File: config.mk
export PLATFORM = sky130hd
export DESIGN_NAME = alarm_set_ctrl
export DESIGN_NICKNAME = d
export VERILOG_FILES = /design/src/rtl/alarm_set_ctrl.sv
export SDC_FILE = /design/constraint.sdc
export NUM_CORES = 1
export LEC_CHECK = 0
export BUFFER_PORTS_ARGS = -buffer_cell sky130_fd_sc_hd__buf_4
export CORE_ASPECT_RATIO = 1.1
export CORE_UTILIZATION = 40
export CTS_CLUSTER_DIAMETER = 100
export CTS_CLUSTER_SIZE = 12
export DETAILED_ROUTE_END_ITERATION = 8
export HOLD_SLACK_MARGIN = 0.02
export PLACE_DENSITY = 0.66
export SKIP_LAST_GASP = 1
export SYNTH_ARGS = -nofsm -noshare
export SYNTH_HDL_FRONTEND = slang
export SYNTH_SLANG_ARGS = --single-unit
File: constraint.sdc
create_clock -name clock_1s -period 3.2 [get_ports clock_1s]
set_clock_uncertainty 0.2 [all_clocks]
set_input_delay 0.64 -clock clock_1s [delete_from_list [all_inputs] [get_ports clock_1s]]
set_output_delay 0.64 -clock clock_1s [all_outputs]
set_load 0.01 [all_outputs]
File: src/rtl/alarm_set_ctrl.sv
// Alarm-clock setting controller: edits the clock time or the alarm time,
// and handles stop/snooze of an active alarm.
module alarm_set_ctrl (
  input  logic       clock_1s,
  input  logic       reset,
  input  logic       btn_mode,
  input  logic       btn_inc,
  input  logic       btn_set,
  input  logic       btn_snooze,
  input  logic       btn_stop,
  input  logic       Alarm,
  input  logic [1:0] cur_hour1,
  input  logic [3:0] cur_hour0,
  input  logic [3:0] cur_min1,
  input  logic [3:0] cur_min0,
  output logic [1:0] hour_in1,
  output logic [3:0] hour_in0,
  output logic [3:0] minute_in1,
  output logic [3:0] minute_in0,
  output logic       load_time,
  output logic       load_alarm,
  output logic       STOP_alarm,
  output logic [2:0] state_out,
  output logic [1:0] snooze_cnt
);

  typedef enum logic [2:0] {
    IDLE       = 3'd0,
    EDIT_TIME  = 3'd1,
    EDIT_ALARM = 3'd2,
    COMMIT     = 3'd3,
    SNOOZE     = 3'd4
  } state_e;

  state_e     state_q, state_d;
  logic       sel_q, sel_d;
  logic [4:0] edit_h_q, edit_h_d, alm_h_q, alm_h_d;
  logic [5:0] edit_m_q, edit_m_d, alm_m_q, alm_m_d;
  logic [1:0] snooze_q, snooze_d;
  logic       load_time_q, load_time_d, load_alarm_q, load_alarm_d;
  logic       stop_q, stop_d;
  logic [1:0] h1_q, h1_d;
  logic [3:0] h0_q, h0_d, m1_q, m1_d, m0_q, m0_d;

  logic [4:0] cur_h, snz_h, out_h;
  logic [5:0] cur_m, snz_m, out_m;
  logic       load_bcd, alarm_req;
  logic [1:0] h_tens;
  logic [2:0] m_tens;
  logic [3:0] h_tens4, m_tens4;

  assign cur_h = ({3'b0, cur_hour1} * 5'd10) + {1'b0, cur_hour0};
  assign cur_m = ({2'b0, cur_min1} * 6'd10) + {2'b0, cur_min0};

  // Snooze target: current time plus five minutes, wrapping through midnight.
  always_comb begin
    if (cur_m >= 6'd55) begin
      snz_m = cur_m - 6'd55;
      snz_h = (cur_h == 5'd23) ? 5'd0 : cur_h + 5'd1;
    end else begin
      snz_m = cur_m + 6'd5;
      snz_h = cur_h;
    end
  end

  // The cycle right after a STOP pulse is ignored so a held button cannot
  // fire again before the clock core has dropped Alarm.
  assign alarm_req = Alarm && !stop_q && (btn_stop || btn_snooze);

  always_comb begin
    // NOTE: every next-state signal takes its hold value first, so no path infers a latch.
    state_d      = state_q;
    sel_d        = sel_q;
    edit_h_d     = edit_h_q;
    edit_m_d     = edit_m_q;
    alm_h_d      = alm_h_q;
    alm_m_d      = alm_m_q;
    snooze_d     = snooze_q;
    load_time_d  = 1'b0;
    load_alarm_d = 1'b0;
    stop_d       = 1'b0;
    load_bcd     = 1'b0;
    out_h        = edit_h_q;
    out_m        = edit_m_q;

    if (alarm_req) begin
      stop_d = 1'b1;
      if (!btn_stop && snooze_q != 2'd3) begin
        state_d      = SNOOZE;
        load_alarm_d = 1'b1;
        load_bcd     = 1'b1;
        out_h        = snz_h;
        out_m        = snz_m;
        alm_h_d      = snz_h;
        alm_m_d      = snz_m;
        snooze_d     = snooze_q + 2'd1;
      end else begin
        state_d  = IDLE;
        snooze_d = 2'd0;
      end
    end else begin
      case (state_q)
        IDLE: begin
          if (btn_mode) begin
            state_d  = EDIT_TIME;
            edit_h_d = cur_h;
            edit_m_d = cur_m;
            sel_d    = 1'b0;
          end
        end
        EDIT_TIME, EDIT_ALARM: begin
          if (btn_mode) begin
            if (state_q == EDIT_TIME) begin
              state_d  = EDIT_ALARM;
              edit_h_d = alm_h_q;
              edit_m_d = alm_m_q;
              sel_d    = 1'b0;
            end else begin
              state_d = IDLE;
            end
          end else if (btn_set) begin
            if (!sel_q) begin
              sel_d = 1'b1;
            end else begin
              state_d  = COMMIT;
              load_bcd = 1'b1;
              if (state_q == EDIT_TIME) begin
                load_time_d = 1'b1;
              end else begin
                load_alarm_d = 1'b1;
                alm_h_d      = edit_h_q;
                alm_m_d      = edit_m_q;
              end
            end
          end else if (btn_inc) begin
            if (!sel_q) edit_h_d = (edit_h_q == 5'd23) ? 5'd0 : edit_h_q + 5'd1;
            else        edit_m_d = (edit_m_q == 6'd59) ? 6'd0 : edit_m_q + 6'd1;
          end
        end
        default: state_d = IDLE;
      endcase
    end
  end

  // Binary to BCD by range compare; units are taken modulo 16, which is exact
  // because the true remainder is always below 10.
  always_comb begin
    if (out_h >= 5'd20)      h_tens = 2'd2;
    else if (out_h >= 5'd10) h_tens = 2'd1;
    else                     h_tens = 2'd0;
    if (out_m >= 6'd50)      m_tens = 3'd5;
    else if (out_m >= 6'd40) m_tens = 3'd4;
    else if (out_m >= 6'd30) m_tens = 3'd3;
    else if (out_m >= 6'd20) m_tens = 3'd2;
    else if (out_m >= 6'd10) m_tens = 3'd1;
    else                     m_tens = 3'd0;
    h_tens4 = {2'b0, h_tens};
    m_tens4 = {1'b0, m_tens};
    h1_d = h1_q;
    h0_d = h0_q;
    m1_d = m1_q;
    m0_d = m0_q;
    if (load_bcd) begin
      h1_d = h_tens;
      h0_d = out_h[3:0] - ((h_tens4 << 3) + (h_tens4 << 1));
      m1_d = m_tens4;
      m0_d = out_m[3:0] - ((m_tens4 << 3) + (m_tens4 << 1));
    end
  end

  // NOTE: sequential state uses non-blocking assignments so every register samples pre-edge values.
  always_ff @(posedge clock_1s or posedge reset) begin
    if (reset) begin
      state_q      <= IDLE;
      sel_q        <= 1'b0;
      edit_h_q     <= 5'd0;
      edit_m_q     <= 6'd0;
      alm_h_q      <= 5'd0;
      alm_m_q      <= 6'd0;
      snooze_q     <= 2'd0;
      load_time_q  <= 1'b0;
      load_alarm_q <= 1'b0;
      stop_q       <= 1'b0;
      h1_q         <= 2'd0;
      h0_q         <= 4'd0;
      m1_q         <= 4'd0;
      m0_q         <= 4'd0;
    end else begin
      state_q      <= state_d;
      sel_q        <= sel_d;
      edit_h_q     <= edit_h_d;
      edit_m_q     <= edit_m_d;
      alm_h_q      <= alm_h_d;
      alm_m_q      <= alm_m_d;
      snooze_q     <= snooze_d;
      load_time_q  <= load_time_d;
      load_alarm_q <= load_alarm_d;
      stop_q       <= stop_d;
      h1_q         <= h1_d;
      h0_q         <= h0_d;
      m1_q         <= m1_d;
      m0_q         <= m0_d;
    end
  end

  assign hour_in1   = h1_q;
  assign hour_in0   = h0_q;
  assign minute_in1 = m1_q;
  assign minute_in0 = m0_q;
  assign load_time  = load_time_q;
  assign load_alarm = load_alarm_q;
  assign STOP_alarm = stop_q;
  assign state_out  = state_q;
  assign snooze_cnt = snooze_q;

endmodule

=== Word-level counts from Yosys, hierarchy flattened ===
Index checks and enable logic that the tools add are counted.

* Logic and storage cells: 147
* Output and inout port bits: 22
* Input bits: 22
* Register bits after elaboration: 44

* Add/subtract/negate cells: 12
* Mux-type cells: 75
* Reduce and logical (&&, ||, !) cells: 17
* Bitwise operators: 1
* Magnitude comparators: 8
* $mul: 2
* Equality and inequality tests: 18

{| class="wikitable"
|+ Operators with widths
! kind !! count
|-
| 6-bit 2-to-1 mux || 16
|-
| 5-bit 2-to-1 mux || 17
|-
| 1-bit 2-to-1 mux || 25
|-
| 3-bit 2-to-1 mux || 8
|-
| 3-bit != test (second input constant) || 7
|-
| 6-bit greater-or-equal comparator (second input constant) || 3
|-
| 6-bit by 5-bit greater-or-equal comparator with 1-bit output (second input constant) || 2
|-
| 6-bit case mux with 2 select lines || 1
|-
| 6-bit AND reduction || 2
|-
| 5-bit by 1-bit adder with 5-bit output (second input constant) || 2
|-
| 5-bit equality test (second input constant) || 2
|-
| 2-bit 2-to-1 mux || 5
|-
| 5-bit case mux with 2 select lines || 1
|-
| 5-bit AND reduction || 2
|-
| 4-bit != test (second input constant) || 2
|-
| 2-bit nonzero test || 4
|-
| 4-bit subtractor || 2
|-
| 6-bit by 1-bit adder with 6-bit output (second input constant) || 1
|-
| 6-bit by 3-bit adder with 6-bit output (second input constant) || 1
|-
| 6-bit by 4-bit adder with 6-bit output || 1
|-
| 6-bit equality test (second input constant) || 1
|-
| 6-bit by 4-bit greater-or-equal comparator with 1-bit output (second input constant) || 1
|-
| 3-bit case mux with 2 select lines || 1
|-
| 6-bit subtractor (second input constant) || 1
|-
| 20 further kinds || 25
|}

=== Logic depth before layout (Yosys ltp) ===
Gate-level depths: netlist of run 1.

* Depth after elaboration: 14
* Mapped depth: 15
* Gate-level depth less buffers: 14

=== Worst setup path after synthesis of run 1 ===
No wires, ideal clock.

* Path kind: input-to-reg
* From: in cur_min1[0]
* To: reg m0_q[3], in the netlist minute_in0[3]
* Stages on the path: 15
* Arrival: 4.253 ns
* Data required time: 2.918 ns
* Path slack: -1.334 ns
* Library setup time: 0.082 ns
* Path buffers: 1
* Cells stage by stage: ha_1 > ha_1 > a21oi_1 > and3_1 > clkbuf_1 > nor2_1 > a221o_1 > a221o_1 > o211ai_1 > o21ai_0 > ha_1 > xnor2_1 > or4_1 > a221o_1 > a31oi_1

* Elaborated cells on any way between the ends: 20
* Classes of those cells: add/sub (5); mul (1); order compare (6); mux (8)

{| class="wikitable"
|+ RTL lines
! what !! line !! text
|-
| start, declared || 14 || <nowiki>input logic [3:0] cur_min1,</nowiki>
|-
| 4-bit by 3-bit multiplier with 5-bit output * || 53 || <nowiki>assign cur_m = ({2'b0, cur_min1} * 6'd10) + {2'b0, cur_min0};</nowiki>
|-
| 6-bit by 4-bit adder with 6-bit output * || 53 ||
|-
| 6-bit by 3-bit adder with 6-bit output, or another cell as far along || 61 || <nowiki>snz_m = cur_m + 6'd5;</nowiki>
|-
| 6-bit 2-to-1 mux * || 57 || <nowiki>if (cur_m >= 6'd55) begin</nowiki>
|-
| 6-bit 2-to-1 mux * || 88 || <nowiki>if (!btn_stop && snooze_q != 2'd3) begin</nowiki>
|-
| 6-bit 2-to-1 mux * || 86 || <nowiki>if (alarm_req) begin</nowiki>
|-
| 6-bit by 5-bit greater-or-equal comparator with 1-bit output || 154 || <nowiki>else if (out_m >= 6'd20) m_tens = 3'd2;</nowiki>
|-
| 2-bit 2-to-1 mux || 154 ||
|-
| 2-bit 2-to-1 mux || 153 || <nowiki>else if (out_m >= 6'd30) m_tens = 3'd3;</nowiki>
|-
| 3-bit 2-to-1 mux || 152 || <nowiki>else if (out_m >= 6'd40) m_tens = 3'd4;</nowiki>
|-
| 3-bit 2-to-1 mux * || 151 || <nowiki>if (out_m >= 6'd50) m_tens = 3'd5;</nowiki>
|-
| named net m_tens[1] || 49 || <nowiki>logic [2:0] m_tens;</nowiki>
|-
| 4-bit adder * || 167 || <nowiki>m0_d = out_m[3:0] - ((m_tens4 << 3) + (m_tens4 << 1));</nowiki>
|-
| 4-bit subtractor * || 167 ||
|-
| end signal, assigned || 202 || <nowiki>m0_q <= m0_d;</nowiki>
|-
| end, declared || 43 || <nowiki>logic [3:0] h0_q, h0_d, m1_q, m1_d, m0_q, m0_d;</nowiki>
|}

The timed path passes the listed nets; every way through them passes the cells marked *.
A chain may end at the register's enable or synchronous reset.

=== Worst setup path after layout of run 1 ===
Same ends and word-level chain as after synthesis.

==> metrics.yaml, run 1 <==
fin_crit_sh_pct: 126.6
crit_chain: "buf_8, ha_4, fa_2, nand2_1, a221o_1, a211oi_4, xnor2_2, mux2_4, o211ai_1, o21ai_2, ha_2, xnor2_1, or4_4, a221o_1, a31oi_1"
drc_errors: 0
crit_buf_inv: 1
crit_family: "compound AO/OA/AOI/OAI gates"
p_per_area_nw_per_um2: 805.6
grt_max_degree: 29
slowest_stage: "fa_2"
async_reset_ff_share_pct: 100.0
cpPeakStageDelay_ns: 0.54
dp.final_hpwl_um: 7754
path_clk_slew_ns: 0.11
synth_cells: 430
grtUsageMet3_pct: 2.955
drt_iter0_drc: 154
core_area_um2: 8408
tightestPinTransition_ns: 1.025
firstDrtPassIters: 5
hp-class: "in2async"
synth_seq_area_share_pct: 31.48
fin_crit_ns: 4.052
top_usage_layer: "met2"
cts_root_buf: "clkbuf_8"
power_mw: 4.182
nNetsFinal: 608
final_max_slew_viol_count: 0
p_leak_nw: 2.337
wire_per_inst_um: 16.18
syn_nets: 474
finalWirelength_um: 10940
fin_setup_tns_ns: -5.741
diodes: 0
cts_tree: "built"
avgSynthCellArea_um2: 8.133
yosysTopAreaCell: "dfrtp_1"
cp.arrival_ns: 4.08
ys_seq_elements: 44
grt-ovfl-total: 0
grtUsageTotal_pct: 23.74
hold_viol: 0
antenna_found_initial: 0
io_pins: 44
viasPerCell: 5.663
final.hold.worst_slack_ns: 0.2367
grtUsageMet2_pct: 45.28
critPathCaptureType: "register"
die_h_um: 100.1
syn_area_um2: 3497
synth_top_cell_area_share_pct: 31.48
num_vias: 3828
max_cap_viol_count: 0
critPathKind: "in2reg"
cts_buffer_depth: 2
nFillCells: 730
cts.sinks: 44
grt_pass1_vias: 3786
dp.cells: 649
rows: 35
die-area_um2: 9121
synth_cell_types: 64
gp_congestion: 0.8677
start_util_pct: 41.59
die_w_um: 91.15
grt_pass1_wl_um: 17560
port_buffers: 42
synth_area_leaders: "dfrtp_1, ha_1, nor2_1"
relSlewSlack_pct: 31.27
irDropWorstVdd_mv: 0.4267
met1_usage_pct: 27.42
synth_most_common_cell: "nor2_1"
drive_above_1_share_pct: 39.29
stdcell_count: 676
rsz0062_at_grt: "yes"
htreeDepth: 2
worstPathRequired_ns: 3.23
postRouteAntennaNets: 0
critPathMostFrequentCell: "a221o_1"
clk_latency_ns: 0.32
area_growth_pct: 48.44
ys.warnings.count: 0
cts_made_buffers: 5
postCtsHoldBufs: 0
crit_fanout: 3
violations: "setup timing"
synth_top_flop_cell: "dfrtp_1"
setup_viol: 13
synthTopCellsByCount: "nor2_1, dfrtp_1, nand2_1, o21ai_0, a21oi_1"
synth-edff-count: 0
timing.final.ws_setup_ns: -0.8517
status: "finished with violations"
timing.fmax_mhz: 246.8
cp-start-kind: "primary input"
placed cells by master, fill, tap and decap left out, types with 6 or more instances in the layout:
| master | n |
|---|---|
| buf_4 | 148 |
| nor2_1 | 51 |
| dfrtp_1 | 44 |
| nand2_1 | 37 |
| o21ai_0 | 34 |
| a21oi_1 | 31 |
| inv_1 | 13 |
| nand3_1 | 12 |
| o22ai_1 | 11 |
| ha_1 | 11 |
| xnor2_1 | 8 |
| nand2b_1 | 6 |
| ha_4 | 6 |
kinds of logic after synthesis:
| family | Yosys count | synth area share (%) |
|---|---|---|
| other | 1 | 0.1072 |
| AO/OA/AOI/OAI | 147 | 27.76 |
| multiplexers | 12 | 3.685 |
| XOR/XNOR | 19 | 5.152 |
| AND/OR/NAND/NOR | 140 | 18.35 |
| adder cells (fa/ha/maj) | 23 | 8.587 |
| buffers and inverters | 44 | 4.866 |
| flip-flops | 44 | 31.48 |
per-stage QoR:
step | util (%) | area (um^2) | setup WS (ns)
after global placement | 55.12 | 4634 | -1.395
after global routing | 61.74 | 5191 | -0.9980
final | 61.74 | 5191 | -0.8517
after floorplan | - | 3601 | -1.098
after detailed placement | 55.12 | 4634 | -1.421
after CTS | 60.92 | 5122 | -0.8151
layout make-up:
cell class / instances / area, um^2 / area share [%]
multi-input cells: 342 / 2616 / 50.40
repair buffers: 152 / 1169 / 22.51
flip-flops and latches: 44 / 1101 / 21.21
well taps: 111 / 138.9 / 2.675
inverters: 19 / 73.82 / 1.422
clock buffers: 5 / 68.82 / 1.326
clock inverters: 3 / 23.77 / 0.4579
per-layer routing:
metal  vias up  share of wire (%)
li1       1835                  -
met1      1859                 40
met2       112                 54
met3        22                3.9
met4         0                1.9
met5         -                  0
sequential cells by signal (all words and copies together), names as in the netlist:
signal,count
hour_in0,4
snooze_cnt,2
edit_m_q,6
minute_in1,3
load_time,1
minute_in0,4
alm_m_q,6
STOP_alarm,1
sel_q,1
hour_in1,2
alm_h_q,5
state_out,3
load_alarm,1
edit_h_q,5
repair_timing:
item                                    CTS  global route
pin swaps                                27             9
setup buffers                            23             6
endpoints found under the setup margin   14            16
resized for setup                        46            16
gates cloned                              0             0
worst reg2reg max path, stage by stage (launching register included):
cell      delay, ns
dfrtp_1        0.40
ha_1           0.21
nor2_1         0.10
nand3_1        0.17
buf_4          0.25
and2_1         0.19
a221o_1        0.28
o211ai_1       0.19
o21ai_2        0.09
ha_2           0.18
xnor2_1        0.14
or4_4          0.43
a221o_1        0.30
a31oi_1        0.12
power breakdown:
part / internal, mW / total, mW / switching (mW)
Combinational: 1.40 / 2.78 / 1.38
Clock: 0.155 / 0.375 / 0.220
Sequential: 0.791 / 1.03 / 0.237
worst paths after layout:
kind / start / to / slack (ns) / cells after the start
max in group asynchronous: reset / state_out[2]$_DFFE_PP0P_ / 1.81 / 3
worst max register to register: snooze_cnt[0]$_DFFE_PP0P_ / minute_in0[3]$_DFFE_PP0P_ / -0.16 / 13
worst max-delay path: cur_min1[0] / minute_in0[3]$_DFFE_PP0P_ / -0.85 / 15
worst min register to register: hour_in1[0]$_DFFE_PP0P_ / hour_in1[0]$_DFFE_PP0P_ / 0.33 / 1
worst min-delay path: reset / load_alarm$_DFF_PP0_ / 0.24 / 2
min in group clock_1s: hour_in1[0]$_DFFE_PP0P_ / hour_in1[0]$_DFFE_PP0P_ / 0.33 / 1
(Power assumes the default switching activity.)
==> run 2: changes to the inputs <==
--- a/config.mk
+++ b/config.mk
@@ -5,6 +5,7 @@
 export SDC_FILE = /design/constraint.sdc
 export NUM_CORES = 1
 export LEC_CHECK = 0
+export ABC_AREA = 1
 export BUFFER_PORTS_ARGS = -buffer_cell sky130_fd_sc_hd__buf_4
 export CORE_ASPECT_RATIO = 1.1
 export CORE_UTILIZATION = 40
==> run 2 against run 1 <==
  * The flow still finishes with violations (setup timing)
  * Register-to-register slack improved by 0.72 ns
  * Combinational power shrank 6%
  * Cell area down 11%
  * Area after synthesis fell by 1.5%
  * Sequential cell count did not move
  * First-iteration DRC count up 64%
  * Core utilization decreased by 6.2 points
  * Critical endpoint is now hour_in0[3]$_DFFE_PP0P_
==> metrics.yaml, run 2 <==
die-area_um2: 8987
dp.cells: 670
cp.arrival_ns: 3.31
max_cap_viol_count: 0
synth_area_leaders: "dfrtp_1, nand2_1, ha_1"
irDropWorstVdd_mv: 0.5687
postCtsHoldBufs: 0
worstReg2RegEnd: "minute_in0[3]$_DFFE_PP0P_"
grt-ovfl-total: 0
stdcell_count: 689
timing.final.ws_setup_ns: -0.1121
gp_congestion: 0.9033
worstSetupStartpoint: "cur_min1[0]"
grt_pass1_wl_um: 15430
hp-class: "in2async"
start_util_pct: 41.18
antenna_found_initial: 0
clk_latency_ns: 0.30
port_buffers: 42
path_clk_slew_ns: 0.09
yosysTopAreaCell: "dfrtp_1"
rsz0062_at_grt: "yes"
p_leak_nw: 2.349
ys_seq_elements: 44
tightestPinTransition_ns: 0.6138
wire_per_inst_um: 13.89
dp.final_hpwl_um: 6898
die_w_um: 90.48
crit_fanout: 6
viasPerCell: 5.168
dp_worst_setup_slack_ns: -0.4172
p_per_area_nw_per_um2: 852.4
critPathMostFrequentCell: "nand2_2"
crit-reg2reg-launch: "snooze_cnt[0]$_DFFE_PP0P_"
ys.warnings.count: 0
drc_errors: 0
avgSynthCellArea_um2: 7.206
timing.fmax_mhz: 301.9
cts_made_buffers: 5
cts_buffer_depth: 2
nNetsFinal: 621
fin_crit_sh_pct: 103.5
diodes: 0
intPower_mw: 2.141
combPwrFrac_pct: 66.0
critPathKind: "in2reg"
setup_viol: 5
synth_cells: 478
syn_area_um2: 3445
status: "finished with violations"
firstDrtPassIters: 4
largest_registers: "alm_m_q x6, edit_m_q x6"
grt_pass1_vias: 3271
slowest_stage: "fa_2"
postRouteAntennaNets: 0
core_area_um2: 8364
drt_iter0_drc: 252
fin_crit_ns: 3.312
violations: "setup timing"
rows: 35
synth_top_cell_area_share_pct: 31.97
final_cell_mix: "nand2_1, buf_4, inv_1, dfrtp_1, o21ai_0"
seq_power_share_pct: 24.5
synth_seq_area_share_pct: 31.97
crit_chain: "buf_8, ha_4, fa_2, nand2_2, inv_2, nor2_4, nor2_4, nand2_4, nor2_4, nand2_2, nor2_2, a21oi_2, o21ai_2, inv_1, nand2_2, inv_2, ha_4, nand2_2, nand3_2, nand2_1, nand3_1, nand2_1"
hold_viol: 0
cp-endpoint: "hour_in0[3]$_DFFE_PP0P_"
fin_util_pct: 55.51
synth_cell_types: 46
drive_above_1_share_pct: 33.56
num_vias: 3561
layout_commonest_cell: "nand2_1"
relSlewSlack_pct: 59.00
cts_tree: "built"
worstPathRequired_ns: 3.20
synth_top_flop_cell: "dfrtp_1"
htreeDepth: 2
cts.sinks: 44
final_max_slew_viol_count: 0
cts_root_buf: "clkbuf_8"
async_reset_ff_share_pct: 100.0
area_growth_pct: 34.80
pwr-share-clk_pct: 9.5
syn_nets: 522
rr_worst_depth: 17
synth-edff-count: 0
nFillCells: 771
cp-start-kind: "primary input"
finalWirelength_um: 9572
p_sw_share_pct: 45.90
die_h_um: 99.33
synth_most_common_cell: "nand2_1"
r2r_setup_slack_ns: 0.56
synthTopCellsByCount: "nand2_1, inv_1, dfrtp_1, o21ai_0, nand3_1"
switching_power_mw: 1.817
critPathCaptureType: "register"
grt_max_degree: 45
grtUsageTotal_pct: 21.19
cpPeakStageDelay_ns: 0.61
io_pins: 44
run 2: cell types whose count changed after synthesis, sizes merged, moves of 10 or more:
cell,previous run,this run
clkbuf,20,10
nand3,14,43
nand2,38,137
inv,16,57
nor2,51,34
a21oi,37,27
xnor2,13,3
o22ai,12,1
run 2: routing by layer:
layer / wire length (um) / part of all wire [%] / vias up / global-route usage [%]
li1: - / - / 1774 / -
met1: 4474 / 47 / 1660 / 29.39
met2: 4574 / 48 / 115 / 34.67
met3: 426 / 4.5 / 12 / 2.982
met4: 96 / 1.0 / 0 / 5.583
met5: 0 / 0 / - / 0
run 2: per-stage QoR:
stage | area (um^2) | setup TNS (ns) | total power, mW | hold WS [ns]
floorplan | 3498 | -0.1956 | 2.415 | 0.2439
global placement | 4290 | -2.054 | 3.197 | 0.2649
detailed placement | 4290 | -2.416 | 3.246 | 0.2648
CTS | 4467 | -0.07495 | 3.737 | 0.2879
global route | 4643 | -0.9818 | 4.296 | 0.3217
finish | 4643 | -0.2105 | 3.958 | 0.2804
run 2: cell families after synthesis:
logic type | Yosys count | synth area share [%]
and+or+nand+nor | 225 | 30.77
AOI/OAI and AO/OA | 98 | 16.71
buffers and inverters | 73 | 8.173
DFF | 44 | 31.97
adders and majority gates | 22 | 8.427
xor gates and xnor gates | 14 | 3.560
other | 1 | 0.1089
muxes | 1 | 0.2906
run 2: what timing repair did:
action | 4_1_cts | 5_1_grt
pin swaps | 10 | 30
buffers inserted | 7 | 4
gates resized for setup | 8 | 37
setup endpoints to repair | 4 | 8
run 2: critical path: cells and delay by family:
kind | cells | cell delay (ns)
AO/OA/AOI/OAI | 2 | 0.21
buffers and inverters | 4 | 0.30
adder cells (fa/ha/maj) | 3 | 1.03
AND/OR/NAND/NOR | 13 | 1.08
run 2: worst min-delay path by stage:
| stage | start | end | slack [ns] | cells after the start |
|---|---|---|---|---|
| floorplan | alm_h_q[3]$_DFFE_PP0P_ | alm_h_q[3]$_DFFE_PP0P_ | 0.24 | 2 |
| global placement | alm_h_q[4]$_DFFE_PP0P_ | alm_h_q[4]$_DFFE_PP0P_ | 0.26 | 2 |
| detailed placement | alm_h_q[3]$_DFFE_PP0P_ | alm_h_q[3]$_DFFE_PP0P_ | 0.26 | 2 |
| CTS | alm_h_q[3]$_DFFE_PP0P_ | alm_h_q[3]$_DFFE_PP0P_ | 0.29 | 2 |
| global route | alm_h_q[4]$_DFFE_PP0P_ | alm_h_q[4]$_DFFE_PP0P_ | 0.32 | 2 |
| finish | reset | snooze_cnt[1]$_DFFE_PP0P_ | 0.28 | 3 |
run 2: cell type report:
type                            count  area [um^2]  area share [%]
Clock buffer                        6        82.58           1.778
Multi-Input combinational cell    361         2282           49.15
Timing Repair Buffer              106        807.0           17.38
Sequential cell                    44         1101           23.71
Tap cell                          111        138.9           2.991
Inverter                           59        221.5           4.770
Clock inverter                      2        10.01          0.2156
run 2: power groups by stage:
stage	Sequential, mW	Clock [mW]	Combinational, mW
6_report	0.971	0.374	2.61
5_1_grt	0.999	0.402	2.89
4_1_cts	0.968	0.383	2.39
3_5_place_dp	0.973	0	2.27
3_3_place_gp	0.968	0	2.23
2_1_floorplan	0.977	0	1.44
